<file path="config.mk">
export PLATFORM = sky130hd
export DESIGN_NAME = spi_master
export DESIGN_NICKNAME = d
export VERILOG_FILES = /design/src/rtl/spi_pkg.sv /design/src/rtl/spi_shift_reg.sv /design/src/rtl/spi_master.sv
export SDC_FILE = /design/constraint.sdc
export NUM_CORES = 1
export LEC_CHECK = 0
export ABC_AREA = 1
export BUFFER_PORTS_ARGS = -buffer_cell sky130_fd_sc_hd__clkbuf_2
export CAP_MARGIN = 15
export CORE_MARGIN = 4
export CORE_UTILIZATION = 29
export CTS_CLUSTER_SIZE = 30
export DETAILED_ROUTE_END_ITERATION = 8
export GPL_TIMING_DRIVEN = 0
export PLACE_DENSITY_LB_ADDON = 0.08
export SYNTH_ARGS = -nofsm -noshare
export SYNTH_HDL_FRONTEND = slang
export SYNTH_HIERARCHICAL = 1
export SYNTH_SLANG_ARGS = --single-unit
export TNS_END_PERCENT = 50
</file>
<file path="constraint.sdc">
create_clock -name clk -period 2 [get_ports clk]
set_input_delay 0.2 -clock clk [delete_from_list [all_inputs] [get_ports clk]]
set_output_delay 0.2 -clock clk [all_outputs]
set_load 0.01 [all_outputs]
</file>
<file path="src/rtl/spi_pkg.sv">
// Shared types and sizes for the SPI initiator and its shift registers.
package spi_pkg;

    typedef enum logic [1:0] {
        WR_ADDR = 2'b00,
        WR_DATA = 2'b01,
        RD_ADDR = 2'b10,
        RD_DATA = 2'b11
    } cmd_e;

    typedef enum logic [2:0] {
        IDLE,
        START,
        SHIFT,
        WAIT,
        RECV
    } state_e;

    localparam int FRAME_W = 10;
    localparam int DATA_W  = 8;
    localparam int CNT_W   = 4;

endpackage

</file>
<file path="src/rtl/spi_shift_reg.sv">
// Parallel-load shift register: shifts towards the MSB, new bit enters at the LSB.
module spi_shift_reg #(
    parameter int W = 8
) (
    input  logic         clk,
    input  logic         rst_n,
    input  logic         load,
    input  logic [W-1:0] load_val,
    input  logic         shift,
    input  logic         shift_in,
    output logic [W-1:0] q
);

    logic [W-1:0] data_q;
    logic [W-1:0] data_d;

    // Load has priority over shift; otherwise hold.
    always_comb begin
        data_d = data_q;
        if (load) begin
            data_d = load_val;
        end else if (shift) begin
            data_d = {data_q[W-2:0], shift_in};
        end
    end

    // Register update with synchronous active-low reset.
    always_ff @(posedge clk) begin
        if (!rst_n) begin
            data_q <= '0;
        end else begin
            data_q <= data_d;
        end
    end

    assign q = data_q;

endmodule

</file>
<file path="src/rtl/spi_master.sv">
// Command-level SPI initiator: sends one 10-bit {cmd,data} frame per request
// and, for read-data commands, captures an 8-bit reply from MISO.
module spi_master
    import spi_pkg::*;
#(
    parameter int RD_WAIT = 2
) (
    input  logic       clk,
    input  logic       rst_n,
    input  logic       req_valid,
    output logic       req_ready,
    input  logic [1:0] req_cmd,
    input  logic [7:0] req_data,
    output logic       rsp_valid,
    output logic [7:0] rsp_data,
    output logic       busy,
    output logic       SS_n,
    output logic       MOSI,
    input  logic       MISO
);

    state_e              state_q, state_d;
    logic [CNT_W-1:0]    cnt_q, cnt_d;
    logic                is_read_q, is_read_d;
    logic                ss_n_q, ss_n_d;
    logic                mosi_q, mosi_d;
    logic                busy_q, busy_d;
    logic                rsp_valid_q, rsp_valid_d;
    logic [DATA_W-1:0]   rsp_data_q, rsp_data_d;

    logic                tx_load, tx_shift, rx_shift;
    logic [FRAME_W-1:0]  tx_q;
    logic [DATA_W-1:0]   rx_q;
    logic                unused_bits;

    spi_shift_reg #(.W(FRAME_W)) u_tx (
        .clk      (clk),
        .rst_n    (rst_n),
        .load     (tx_load),
        .load_val ({req_cmd, req_data}),
        .shift    (tx_shift),
        .shift_in (1'b0),
        .q        (tx_q)
    );

    spi_shift_reg #(.W(DATA_W)) u_rx (
        .clk      (clk),
        .rst_n    (rst_n),
        .load     (1'b0),
        .load_val ('0),
        .shift    (rx_shift),
        .shift_in (MISO),
        .q        (rx_q)
    );

    // Only the TX MSB is observed; the reply is assembled from the low RX bits plus MISO.
    assign unused_bits = ^{tx_q[FRAME_W-2:0], rx_q[DATA_W-1]};

    // Accept only when idle and out of reset.
    assign req_ready = (state_q == IDLE) && rst_n;

    // Next state, bit counter and next registered outputs. The counter is loaded
    // with (length-1) on each state entry and each state exits on count zero.
    // The first MISO sample is taken on the edge that leaves WAIT, the rest in RECV.
    always_comb begin
        state_d     = state_q;
        cnt_d       = cnt_q - CNT_W'(1);
        is_read_d   = is_read_q;
        mosi_d      = 1'b0;
        rsp_valid_d = 1'b0;
        rsp_data_d  = rsp_data_q;
        tx_load     = 1'b0;
        tx_shift    = 1'b0;
        rx_shift    = 1'b0;
        case (state_q)
            IDLE: begin
                cnt_d = '0;
                if (req_valid && req_ready) begin
                    state_d   = START;
                    tx_load   = 1'b1;
                    is_read_d = (req_cmd == RD_DATA);
                    mosi_d    = req_cmd[1];
                end
            end
            START: begin
                state_d  = SHIFT;
                cnt_d    = CNT_W'(FRAME_W - 1);
                tx_shift = 1'b1;
                mosi_d   = tx_q[FRAME_W-1];
            end
            SHIFT: begin
                if (cnt_q != '0) begin
                    tx_shift = 1'b1;
                    mosi_d   = tx_q[FRAME_W-1];
                end else if (is_read_q) begin
                    state_d = WAIT;
                    cnt_d   = CNT_W'(RD_WAIT - 1);
                end else begin
                    state_d = IDLE;
                end
            end
            WAIT: begin
                if (cnt_q == '0) begin
                    state_d  = RECV;
                    cnt_d    = CNT_W'(DATA_W - 2);
                    rx_shift = 1'b1;
                end
            end
            RECV: begin
                rx_shift = 1'b1;
                if (cnt_q == '0) begin
                    state_d     = IDLE;
                    rsp_valid_d = 1'b1;
                    rsp_data_d  = {rx_q[DATA_W-2:0], MISO};
                end
            end
            default: begin
                state_d = IDLE;
            end
        endcase
        ss_n_d = (state_d == IDLE);
        busy_d = (state_d != IDLE);
    end

    // State and output registers; reset abandons any frame in progress.
    always_ff @(posedge clk) begin
        if (!rst_n) begin
            state_q     <= IDLE;
            cnt_q       <= '0;
            is_read_q   <= 1'b0;
            ss_n_q      <= 1'b1;
            mosi_q      <= 1'b0;
            busy_q      <= 1'b0;
            rsp_valid_q <= 1'b0;
            rsp_data_q  <= '0;
        end else begin
            state_q     <= state_d;
            cnt_q       <= cnt_d;
            is_read_q   <= is_read_d;
            ss_n_q      <= ss_n_d;
            mosi_q      <= mosi_d;
            busy_q      <= busy_d;
            rsp_valid_q <= rsp_valid_d;
            rsp_data_q  <= rsp_data_d;
        end
    end

    assign SS_n      = ss_n_q;
    assign MOSI      = mosi_q;
    assign busy      = busy_q;
    assign rsp_valid = rsp_valid_q;
    assign rsp_data  = rsp_data_q;

endmodule

</file>
### After elaboration in Yosys (flattened, before gate mapping)

Cells that the tools add are included.

| word-level totals | value |
|---|---|
| register bits | 37 |
| output and inout port bits | 13 |
| logic and storage cells | 48 |

| cells by class | value |
|---|---|
| $add $sub $neg | 1 |
| eq/ne operators | 5 |
| muxes and demuxes | 21 |
| reduce and logical (&&, ||, !) cells | 11 |

Operators with widths:

| operator | number |
|---|---|
| $mux 10 | 2 |
| $pmux 4 s4 | 1 |
| $pmux 3 s5 | 1 |
| $mux 3 | 4 |
| $mux 4 | 3 |
| $eq 3x2->1 const B | 2 |
| $logic_not 3->1 | 2 |
| $mux 1 | 6 |
| $reduce_and 2->1 | 3 |
| $logic_not 4->1 | 1 |
| $pmux 1 s2 | 2 |
| $reduce_bool 4->1 | 1 |
| $sub 4x1->4 const B | 1 |
| $eq 3x1->1 const B | 1 |
| $eq 3x3->1 const B | 1 |
| $pmux 1 s3 | 1 |
| $reduce_bool 3->1 | 1 |
| $eq 2x2->1 const B | 1 |
| $logic_and 1x1->1 | 2 |
| $mux 2 | 1 |
| $reduce_bool 2->1 | 1 |

### Logic depth before layout (Yosys ltp)

| logic depth | value |
|---|---|
| depth in word-level cells | 6 |
| mapped depth | 10 |
| gate-level depth less buffers | 10 |

### Hierarchy

The synthesis kept the hierarchy.

By module, submodules not included:

| module | times used | cells an instance | area an instance (µm²) | seq. area each (µm²) |
|---|---|---|---|---|
| spi_master | 1 | 131 | 884.6 | 400.4 |
| spi_shift_reg at u_tx | 1 | 78 | 500.5 | 200.2 |
| spi_shift_reg at u_rx | 1 | 63 | 411.6 | 160.2 |

### Worst setup path after synthesis

Ideal clock, no wire load.

| path | value |
|---|---|
| kind | flip-flop to flip-flop |
| start | reg cnt_q[0] |
| end | reg u_tx.data_q[1] (netlist: u_tx/q[1]) |
| library setup time | 0.110 ns |
| arrival | 1.258 ns |
| data required time | 1.890 ns |
| setup slack | 0.632 ns |
| stages on the path, launching flop included | 11 |
| path buffers | 1 |
| period minus slack after synthesis | 1.368 ns |
| path through | dfxtp_1 > inv_1 > ha_1 > nand2_4 > nand2_1 > nand2_1 > buf_6 > nand3_1 > nand3_1 > nand2_1 > inv_1 |

| on the way | value |
|---|---|
| cells in the longest elaborated chain, start to end | 4 |

RTL lines:

| what | line | text |
|---|---|---|
| from (decl) | spi_master.sv:23 | `logic [CNT_W-1:0] cnt_q, cnt_d;` |
| from (signal assigned) | spi_master.sv:138 | `cnt_q <= cnt_d;` |
| $reduce_bool 4->1 | spi_master.sv:92 | `if (cnt_q != '0) begin` |
| $mux 1 | spi_master.sv:92 |  |
| $pmux 1 s2 | spi_master.sv:75 | `case (state_q)` |
| net tx_shift | spi_master.sv:31 | `logic tx_load, tx_shift, rx_shift;` |
| $reduce_bool 2->1 (no line) | -- |  |
| to (signal assigned) | spi_shift_reg.sv:32 | `data_q <= data_d;` |
| to (decl) | spi_shift_reg.sv:14 | `logic [W-1:0] data_q;` |

The timed path passes the listed nets, and every way through them passes these cells.
A chain may end at the register's enable or synchronous reset.

### Final worst setup path

Same ends and word-level chain as after synthesis.

==> flow_summary_export.csv <==
group,metric,value,unit
synth,post_synthesis_cell_area,1752,um^2
worst_setup_path,cpMostUsedCell,"nand2_1",
clock_tree,htreeDepth,2,
worst_setup_path,path_cells,"inv_1 -> ha_1 -> nand2_4 -> nand2_1 -> nand2_1 -> nor2_4 -> nand2_1 -> nand3_1 -> nand2_1 -> inv_1",
worst_setup_path,regToRegStartpoint,"cnt_q[0]$_SDFF_PN0_",
drt,route.final.wire_length,4065,um
global_routing,grt_start_max_net_pins,15,
clock_tree,worstSkewPairLatency,0.29,ns
worst_setup_path,slowest_stage,"dfxtp_1",
layout,layoutNonFillerInstCount,382,
timing,timing.final.crit_share,0.7938,
clock_tree,cts.repair.resized,0,
pwr,vdd_ir_max,0.2568,mV
layout,number_of_antenna_diodes,0,
floorplan,core,5886,um^2
clock_tree,clk_transition_reported_paths,0.08,ns
floorplan,top_level_ports,27,
min_path,timing.hold.worst.start,"MISO",
pwr,total_switching_power,0.4088,mW
layout,finalInstanceArea,2126,um^2
placement,dp.final_hpwl,2925,um
worst_setup_path,cp.buffers_inverters,2,
pwr,power.share.sequential,0.475,
worst_setup_path,crit_path_start_kind,"flop",
placement,io_buffer_count,26,
placement,final_wtd_congestion,0.7675,
clock_tree,cts_inserted_buffers,5,
clock_tree,hold_fix_buffer_count_after_cts,0,
drt,detailroute.via_count,1615,
layout,area_delta_synth_final,21.36,%
layout,design.final.nets,321,
worst_setup_path,critical_path.max_stage_delay,0.30,ns
pwr,power_density_over_the_cells,776.2,nW/um^2
synth,synth_area_per_cell,6.610,um^2
drt,drt_via_density,4.228,
drt,initialDrtViolationCount,97,
floorplan,num_rows,28,
global_routing,antenna_found_initial,0,
worst_setup_path,end_kind,"flop",
timing,clock_skew,0.005978,ns
global_routing,first_global_vias,1509,
worst_setup_path,path_delay_family,"simple AND/OR/NAND/NOR gates",
worst_setup_path,crit_required,2.23,ns
job,maxCapViolations,0,
floorplan,initial_utilization,0.2976,
global_routing,grt-ovfl-total,0,
clock_tree,cts_root_buffer,"clkbuf_8",
timing,rsz0062_at_grt,"no",
pwr,power_report.internal_total,1.241,mW
pwr,report.power.total,1.650,mW
global_routing,first_pass_grt_wire_length,7003,um
pwr,comb_power_share,0.110,
placement,place.detailed.instances,374,
drt,avgRoutedWirePerCell,10.64,um
timing,final-hold-violation-count,0,
clock_tree,cts_tree,"done",
drt,detail-route-antenna-nets,0,
drt,drcViolationCount,0,
timing,finalMaxSlewViolations,0,
clock_tree,cts_max_path_buffers,2,
timing,count_of_final_setup_violators,0,
timing,fmax,629.9,MHz
synth,synth_warnings,6,
worst_setup_path,worst_ep_arrival_time,1.82,ns
pwr,cellLeakagePower,1.148,nW
worst_setup_path,worstSetupPathType,"flop to flop",
worst_setup_path,crit_path_start,"cnt_q[0]$_SDFF_PN0_",
layout,drive_above_1_share,0.1531,
clock_tree,clock-sinks,37,
pwr,switching_share,0.2477,
floorplan,die_ht,85.72,um
floorplan,die_width,85.72,um
global_routing,track_usage,0.1208,
floorplan,die-area,7348,um^2
clock_tree,post-cts-setup-buffer-count,0,
drt,drt_first_pass_iters,4,
timing,fin_tns_setup,0,ns
synth,post_synth_inst_count,265,
outcome,outcome,"finished, final reports clean",
min_path,hold_class,"primary input to flop",
timing,hold-worst-slack,0.1600,ns
pwr,clkPwrFrac,0.415,
placement,detailed_place.area,2006,um^2
worst_setup_path,critical_path_peak_fanout,10,
timing,clock_period_minus_worst_slack,1.588,ns
-- tightest hold or removal path, stage by stage --
cell	delay (ns)
clkbuf_2	0.09
nor2_1	0.04
nor2_1	0.08
-- registers in the layout (all words and copies together) (netlist names), 3 cells and up --
signal	cells
state_q	3
u_tx/q	10
u_rx/q	7
cnt_q	4
rsp_data	8
-- per-layer routing --
layer | global-route usage | share of wire
met1 | 0.1544 | 0.49
met2 | 0.1893 | 0.45
met3 | 0.03458 | 0.037
met4 | 0.05324 | 0.018
met5 | 0 | 0
-- stage by stage --
stage	setup WS (ns)	util
after floorplan	0.6322	-
after global placement	0.3371	0.3408
after detailed placement	0.3568	0.3408
after CTS	0.3917	0.3612
after global routing	0.2177	0.3612
final	0.4123	0.3612
-- power by group through the flow --
stage	registers (mW)	clock network [mW]	logic, mW
2_1_floorplan	0.799	0	0.130
3_3_place_gp	0.801	0	0.184
3_5_place_dp	0.801	0	0.183
4_1_cts	0.783	0.719	0.184
5_1_grt	0.788	0.745	0.211
6_report	0.783	0.685	0.182
-- final timing paths --
check	endpoint	slack (ns)	depth (start not counted)
max reg2reg	u_tx/q[1]$_SDFFE_PN0P_	0.41	10
min	rsp_data[0]$_SDFFE_PN0P_	0.16	3
max	u_tx/q[1]$_SDFFE_PN0P_	0.41	10
min reg2reg	is_read_q$_SDFFE_PN0P_	0.47	2
-- layout by cell type (no fill, tap or decap), drive strengths merged --
master	instances
a21oi	7
a31oi	1
buf	4
bufinv	1
clkbuf	34
clkinvlp	1
conb	9
dfxtp	37
ha	1
inv	39
nand2	86
nand3	35
nand4	1
nor2	38
o21ai	11
or2	1
xnor2	1
-- layout make-up --
cell class,instances,area (um^2)
plain buffers,6,48.80
well taps,75,93.84
fillers,663,3760
clock inverters,2,37.54
flip-flops and latches,37,740.7
repair buffers,26,130.1
multi-input cells,191,845.8
inverters,39,146.4
clock buffers,6,82.58
No activity file was read; power rests on OpenSTA's default activity.
